--- config.mk ---
export PLATFORM = sky130hd
export DESIGN_NAME = muldiv_unit
export DESIGN_NICKNAME = d
export VERILOG_FILES = /design/src/rtl/muldiv_unit.sv
export SDC_FILE = /design/constraint.sdc
export NUM_CORES = 1
export LEC_CHECK = 0
export CAP_MARGIN = 20
export CORE_MARGIN = 2
export CORE_UTILIZATION = 60
export CTS_BUF_LIST = sky130_fd_sc_hd__clkbuf_4
export CTS_CLUSTER_SIZE = 12
export DETAILED_ROUTE_END_ITERATION = 8
export GPL_TIMING_DRIVEN = 0
export PLACE_DENSITY = 0.83
export SLEW_MARGIN = 40
export SYNTH_ARGS = -nofsm -noshare
export SYNTH_HDL_FRONTEND = slang
export SYNTH_SLANG_ARGS = --single-unit
--- constraint.sdc ---
create_clock -name clk -period 6.47 [get_ports clk]
set_clock_uncertainty 0.1 [all_clocks]
set_input_delay 1.294 -clock clk [delete_from_list [all_inputs] [get_ports clk]]
set_output_delay 1.294 -clock clk [all_outputs]
set_load 0.01 [all_outputs]
--- src/rtl/muldiv_unit.sv ---
// ============================================================================
// muldiv_unit : iterative 1-bit/cycle mult/multu/div/divu owning HI/LO
// Revision    : 1.0
// ============================================================================
`default_nettype none

module muldiv_unit #(
  parameter int XLEN = 32
) (
  input  logic            clk,
  input  logic            rst_n,
  input  logic            start,
  input  logic [1:0]      op,
  input  logic [XLEN-1:0] rs_val,
  input  logic [XLEN-1:0] rt_val,
  input  logic            rd_hi,
  input  logic            rd_lo,
  output logic [XLEN-1:0] hi,
  output logic [XLEN-1:0] lo,
  output logic            busy,
  output logic            stall,
  output logic            done
);

  localparam int CNT_W = $clog2(XLEN);
  localparam logic [CNT_W-1:0] CNT_LAST = CNT_W'(XLEN - 1);

  typedef enum logic [1:0] {
    ST_IDLE = 2'd0,
    ST_RUN  = 2'd1,
    ST_FIX  = 2'd2
  } state_t;

  state_t              state_q, state_d;
  logic                is_div_q, is_div_d;
  logic [XLEN-1:0]     a_q, a_d;
  logic [XLEN-1:0]     b_q, b_d;
  logic                neg_quo_q, neg_quo_d;
  logic                neg_rem_q, neg_rem_d;
  logic                dz_q, dz_d;
  logic [2*XLEN-1:0]   acc_q, acc_d;
  logic [CNT_W-1:0]    cnt_q, cnt_d;
  logic [XLEN-1:0]     hi_q, hi_d;
  logic [XLEN-1:0]     lo_q, lo_d;
  logic                done_q, done_d;

  logic                signed_op;
  logic [XLEN:0]       mul_sum;
  logic [XLEN:0]       rem_sh;
  logic [XLEN:0]       rem_sub;
  logic                rem_ge;
  logic [2*XLEN-1:0]   prod_neg;

  // Datapath helpers: mul_sum keeps the carry, rem_sh holds the shifted remainder
  always_comb begin
    signed_op = ~op[0];
    mul_sum   = {1'b0, acc_q[2*XLEN-1:XLEN]} + (b_q[cnt_q] ? {1'b0, a_q} : '0);
    rem_sh    = {acc_q[2*XLEN-1:XLEN], a_q[~cnt_q]};
    rem_ge    = (rem_sh >= {1'b0, b_q});
    rem_sub   = rem_sh - {1'b0, b_q};
    prod_neg  = -acc_q;
  end

  always_comb begin
    state_d   = state_q;
    is_div_d  = is_div_q;
    a_d       = a_q;
    b_d       = b_q;
    neg_quo_d = neg_quo_q;
    neg_rem_d = neg_rem_q;
    dz_d      = dz_q;
    acc_d     = acc_q;
    cnt_d     = cnt_q;
    hi_d      = hi_q;
    lo_d      = lo_q;
    done_d    = 1'b0;

    case (state_q)
      ST_IDLE: begin
        if (start) begin
          is_div_d  = op[1];
          a_d       = (signed_op && rs_val[XLEN-1]) ? -rs_val : rs_val;
          b_d       = (signed_op && rt_val[XLEN-1]) ? -rt_val : rt_val;
          neg_quo_d = signed_op & (rs_val[XLEN-1] ^ rt_val[XLEN-1]);
          neg_rem_d = signed_op & rs_val[XLEN-1];
          acc_d     = '0;
          cnt_d     = '0;
          if (op[1] && (rt_val == '0)) begin
            // Divide-by-zero keeps the raw dividend for HI
            a_d     = rs_val;
            dz_d    = 1'b1;
            state_d = ST_FIX;
          end else begin
            dz_d    = 1'b0;
            state_d = ST_RUN;
          end
        end
      end

      ST_RUN: begin
        cnt_d = cnt_q + 1'b1;
        if (is_div_q) begin
          if (rem_ge) begin
            acc_d = {rem_sub[XLEN-1:0], acc_q[XLEN-2:0], 1'b1};
          end else begin
            acc_d = {rem_sh[XLEN-1:0], acc_q[XLEN-2:0], 1'b0};
          end
        end else begin
          acc_d = {mul_sum, acc_q[XLEN-1:1]};
        end
        if (cnt_q == CNT_LAST) begin
          state_d = ST_FIX;
        end
      end

      ST_FIX: begin
        if (dz_q) begin
          hi_d = a_q;
          lo_d = '1;
        end else if (is_div_q) begin
          lo_d = neg_quo_q ? -acc_q[XLEN-1:0] : acc_q[XLEN-1:0];
          hi_d = neg_rem_q ? -acc_q[2*XLEN-1:XLEN] : acc_q[2*XLEN-1:XLEN];
        end else begin
          {hi_d, lo_d} = neg_quo_q ? prod_neg : acc_q;
        end
        dz_d    = 1'b0;
        done_d  = 1'b1;
        state_d = ST_IDLE;
      end

      default: begin
        state_d = ST_IDLE;
      end
    endcase
  end

  always_ff @(posedge clk) begin
    if (!rst_n) begin
      state_q   <= ST_IDLE;
      is_div_q  <= 1'b0;
      a_q       <= '0;
      b_q       <= '0;
      neg_quo_q <= 1'b0;
      neg_rem_q <= 1'b0;
      dz_q      <= 1'b0;
      acc_q     <= '0;
      cnt_q     <= '0;
      hi_q      <= '0;
      lo_q      <= '0;
      done_q    <= 1'b0;
    end else begin
      state_q   <= state_d;
      is_div_q  <= is_div_d;
      a_q       <= a_d;
      b_q       <= b_d;
      neg_quo_q <= neg_quo_d;
      neg_rem_q <= neg_rem_d;
      dz_q      <= dz_d;
      acc_q     <= acc_d;
      cnt_q     <= cnt_d;
      hi_q      <= hi_d;
      lo_q      <= lo_d;
      done_q    <= done_d;
    end
  end

  assign hi    = hi_q;
  assign lo    = lo_q;
  assign done  = done_q;
  assign busy  = (state_q != ST_IDLE);
  assign stall = busy & (rd_hi | rd_lo | start);

endmodule

`default_nettype wire
======== Yosys cells after proc, flatten, opt, wreduce, memory -nomap -nowiden ========
Index checks and enable logic that the tools add are counted.
word-level totals
  bits in registers ....................... 204
  input bits .............................. 71
  output and inout bits ................... 67
  logic and storage cells ................. 77
operators by class
  $add $sub $neg .......................... 8
  magnitude comparators ................... 3
  eq/ne operators ......................... 5
  muxes and demuxes ....................... 29
  bitwise operators ....................... 8
  reductions and logical operators ........ 12
operators by type and width
  operator                                                     count
  two-way mux 32 bit                                           10
  two-way mux 64 bit                                           4
  negator 32 bit                                               4
  case mux 64 bit (2 select lines)                             1
  negator 64 bit                                               1
  adder 32 x 32 -> 33 bit                                      1
  >= comparator 33 x 32 -> 1 bit                               1
  logical NOT 32 bit                                           1
  subtractor 32 bit                                            1
  less-than comparator 5 x 6 -> 1 bit (second input constant)  2
  binary-select mux 1 bit (select 5 bit)                       2
  case mux 5 bit (2 select lines)                              1
  AND reduction 2 bit                                          4
  two-way mux 2 bit                                            3
  nonzero test 2 bit                                           3
  adder 5 x 1 -> 5 bit (second input constant)                 1
  equality test 5 bit (second input constant)                  1
  two-way mux 1 bit                                            5
  two-way mux 5 bit                                            1
  NOT 5 bit                                                    1
  != test 2 bit (second input constant)                        2
  case mux 2 bit (2 select lines)                              1
  bitwise AND 1 bit                                            3
  logical AND 1 bit                                            3
  7 further kinds                                              8

======== Depth between registers and ports, before layout ========
Gate-level depths: netlist of run 1.
  depth in word-level cells ............... 7
  mapped depth ............................ 18

======== Worst setup path before layout of run 1 ========
Ideal clock, no wire load.
  path kind ............................... flip-flop to flip-flop
  start point ............................. reg cnt_q[0]
  end point ............................... reg acc_q[62]
  setup time .............................. 122 ps
  data arrival time ....................... 4,869 ps
  slack ................................... 1,380 ps
  cell stages (with the launch flop) ...... 19
  path buffers ............................ 2
  clock period less this slack ............ 5,090 ps
  cells stage by stage .................... dfxtp_1 > clkbuf_1 > clkbuf_1 > mux4_2 > mux4_2 > mux2_2 > inv_1 > ha_1 > inv_1 > fa_1 > a21o_1 > a31o_2 > a21oi_1 > o31ai_1 > a32o_1 > a21oi_1 > xor2_1 > nor2_1 > o311a_1
between the ends
  longest elaborated chain between the ends .. 7
  elaborated cells between the ends (all ways) .. 12
  those cells by class .................... add/sub: 2; order compare: 1; mux: 8; bitwise: 1
RTL lines
  element                                                              RTL line  source
  from (decl)                                                          42        logic [CNT_W-1:0] cnt_q, cnt_d;
  from (signal assigned)                                               160       cnt_q <= cnt_d;
  NOT 5 bit                                                            58        rem_sh = {acc_q[2*XLEN-1:XLEN], a_q[~cnt_q]};
  binary-select mux 1 bit (select 5 bit)                               58
  two-way mux 1 bit (not written as such)                              58
  subtractor 32 bit or >= comparator 33 x 32 -> 1 bit (tied branches)  60, 59
  two-way mux 64 bit                                                   103       if (rem_ge) begin
  two-way mux 64 bit (*)                                               102       if (is_div_q) begin
  case mux 64 bit (2 select lines) (*)                                 78        case (state_q)
  to (signal assigned)                                                 146       acc_q <= '0;
  to (signal assigned)                                                 159       acc_q <= acc_d;
  to (decl)                                                            41        logic [2*XLEN-1:0] acc_q, acc_d;
Every way passes the cells marked *; elsewhere a longest branch is shown, timed or not. The select of a mux whose other input is x is not followed.
A chain may end at the register's enable or synchronous reset.

======== Worst setup path in the final report of run 1 ========
  start point ............................. reg cnt_q[1]
  end point ............................... reg acc_q[59]
The elaborated chain is that of the path after synthesis.

==> results of run 1 <==
-- registers in the layout, summed over array words and instances, names as in the netlist --
signal,count
cnt_q,5
a_q,32
dz_q,1
state_q,2
neg_quo_q,1
hi,32
neg_rem_q,1
b_q,32
acc_q,64
is_div_q,1
done,1
lo,32
-- cell type report --
class,count,share of cell area
Multi-Input combinational cell,1553,0.588
Sequential cell,204,0.231
Inverter,68,0.0145
Tap cell,330,0.0234
Timing Repair Buffer,136,0.0771
Clock inverter,10,0.00390
Antenna cell,2,0.000283
Buffer,137,0.0307
Clock buffer,72,0.0306
-- layout by cell type (no fill, tap or decap), types with 16 or more instances in the layout --
cell,instances
xnor2_1,70
nand2_1,197
o211ai_1,18
nand2b_1,16
mux2i_1,39
nor2_1,101
a21oi_1,147
dfxtp_1,204
nor4_1,18
clkbuf_1,116
o211a_1,60
or3_1,18
o221ai_1,16
ha_1,71
o31ai_1,30
nor2b_1,49
mux4_2,20
o21ai_0,220
clkbuf_4,72
a21boi_0,18
xor2_1,90
nand3_1,69
clkdlybuf4s50_1,136
inv_1,67
and2_1,49
a21o_1,24
or4_1,16
nor3_1,34
-- worst max-delay path: cells and delay by family, from the launching register on --
family / cells / cell delay, ns
AO/OA/AOI/OAI: 7 / 1.74
adder cells (fa/ha/maj): 1 / 0.38
multiplexers: 3 / 1.34
buffers and inverters: 3 / 1.33
AND/OR/NAND/NOR: 3 / 0.65
flip-flops: 1 / 0.34
-- cell families after synthesis --
group	synth area share
XOR/XNOR	0.0918
flip-flops	0.268
buffers and inverters	0.0521
AND/OR/NAND/NOR	0.205
multiplexers	0.0566
adder cells (fa/ha/maj)	0.0608
AO/OA/AOI/OAI	0.266
-- where the power goes --
| group | switching [W] | total (W) | leakage [nW] | internal, W |
|---|---|---|---|---|
| clock network | 0.000560 | 0.00111 | 0.365 | 0.000546 |
| logic | 0.000483 | 0.000800 | 5.33 | 0.000317 |
| registers | 0.0000818 | 0.00138 | 1.66 | 0.00130 |
| total | 0.00112 | 0.00329 | 7.35 | 0.00216 |
-- worst paths after layout --
path | start | endpoint | slack [ns] | cells after the start
worst max-delay path | cnt_q[1] | acc_q[59] | 0.49 | 17
worst min-delay path | hi[24] | hi[24] | 0.36 | 2
worst max register to register | cnt_q[1] | acc_q[59] | 0.49 | 17
worst min register to register | hi[24] | hi[24] | 0.36 | 2
-- through the flow --
stage               setup slack (ns)   util  power (W)
floorplan                       1.38      -    0.00189
global placement               0.704  0.678    0.00216
detailed placement             0.665  0.679    0.00217
CTS                            0.637  0.703    0.00325
global route                   0.295  0.703    0.00340
finish                         0.489  0.703    0.00329
-- layer usage --
metal  wire length [um]  GRT usage
met5                 60     0.0170
met4               1820      0.136
met3               6400      0.103
met2              23800      0.612
met1              22100      0.521
==> flow_summary.json, run 1 <==
{
  "cts_made_buffers": 54,
  "endpoint_kind": "register",
  "peakVddDrop_mv": 0.235,
  "synth_top_area_frac": 0.268,
  "avgSynthCellArea_um2": 7.78,
  "fin_cells": 2512,
  "ctsResizeCount": 0,
  "hpwlAfterDp_mm": 42.3,
  "place_congestion": 1.05,
  "worst_slew_pin_slew_ns": 0.913,
  "nFillCells": 2216,
  "clk_pin_slew_ns": 0.06,
  "worst_hold_path_type": "reg -> reg",
  "clk_path_buf_depth": 3,
  "synth_common_cells": "o21ai_0 (220), dfxtp_1 (204), nand2_1 (197)",
  "wl_per_cell_um": 21.6,
  "finalWirelength_mm": 54.2,
  "crit_path_top_delay_cell": "mux4_2",
  "path_class": "reg -> reg",
  "multi_input_area_mm2": 0.0104,
  "placed_cells": 2428,
  "seqCellArea_mm2": 0.00408,
  "drive_gt1_frac": 0.0606,
  "fin_setup_tns_ns": 0,
  "viasPerCell": 6.49,
  "clk_latency_ns": 0.74,
  "path_max_fanout": 10,
  "synth_edf_count": 0,
  "synth-seq-area-share": 0.268,
  "period_share": 0.924,
  "period_needed_ns": 5.98,
  "holdWs_ns": 0.359,
  "hold_viol": 0,
  "numClockSinks": 204,
  "yosysWarnings": 0,
  "post-route-cell-area_mm2": 0.0177,
  "htree_levels": 2,
  "cpPeakStageDelay_ns": 0.50,
  "syn_nets": 2106,
  "critPathLaunchType": "register",
  "yosysMostFrequentCell": "o21ai_0",
  "vias": 16300,
  "yosysTopAreaCell": "dfxtp_1",
  "syn_inst": 1962,
  "drtIter0Drc": 1858,
  "cp.required_ns": 6.99,
  "p_leak_nw": 7.35,
  "cap_violations": 0,
  "initial_core_util": 0.608,
  "first_global_vias": 14700,
  "grt_overflow_total": 0,
  "post_cts_buffers": 0,
  "p_per_area_mw_per_mm2": 186,
  "drc": 0,
  "portBuffers": 136,
  "core_area_mm2": 0.0251,
  "max_freq_mhz": 167,
  "cts-root-buf": "clkbuf_4",
  "synth_area_leaders": "dfxtp_1 (27%), o21ai_0 (7.2%), ha_1 (5.8%)",
  "synth_flop_cell": "dfxtp_1",
  "relSlewSlack": 0.391,
  "syn2layout_area_growth_pct": 15.7,
  "place_area_mm2": 0.0170,
  "rows": 58,
  "pin_count": 138,
  "die-width_um": 163,
  "ys_seq_elements": 204,
  "synth_cell_types": 77,
  "antenna_left": 0,
  "status": "finished clean",
  "die_y_um": 163,
  "nets": 2298,
  "grt_pass1_wl_mm": 81.1,
  "worstPathArrival_ns": 6.50,
  "rsz0062_at_grt": "false",
  "grt_max_degree": 16,
  "cts_tree": "done",
  "setup_viol": 0,
  "grt.total_usage": 0.391,
  "ctsHoldBuffers": 0,
  "async_flop_share": 0,
  "syn_area_mm2": 0.0153,
  "dr.pass1.iters": 9,
  "report.final.slew_viol_count": 0,
  "crit_chain": "buf_1 -> clkbuf_1 -> mux4_2 -> mux4_2 -> mux2i_1 -> clkbuf_1 -> nor2b_1 -> ha_1 -> a21oi_1 -> nand2_1 -> o21ai_0 -> a211o_1 -> a31oi_1 -> o2111a_1 -> or4_1 -> a21oi_1 -> o31ai_1",
  "die_area_mm2": 0.0267,
  "antenna_found_initial": 2
}
Power figures use the tool's default switching activity.
==> run 2, diff against run 1 <==
==> constraint.sdc (replaced) <==
create_clock -name clk -period 6.47 [get_ports clk]
set_clock_uncertainty 0.1 [all_clocks]
set_input_delay 1.6175 -clock clk [delete_from_list [all_inputs] [get_ports clk]]
set_output_delay 1.6175 -clock clk [all_outputs]
set_load 0.01 [all_outputs]
==> results of run 2 <==
Final layout, timing and power as in run 1 (identical DEF).
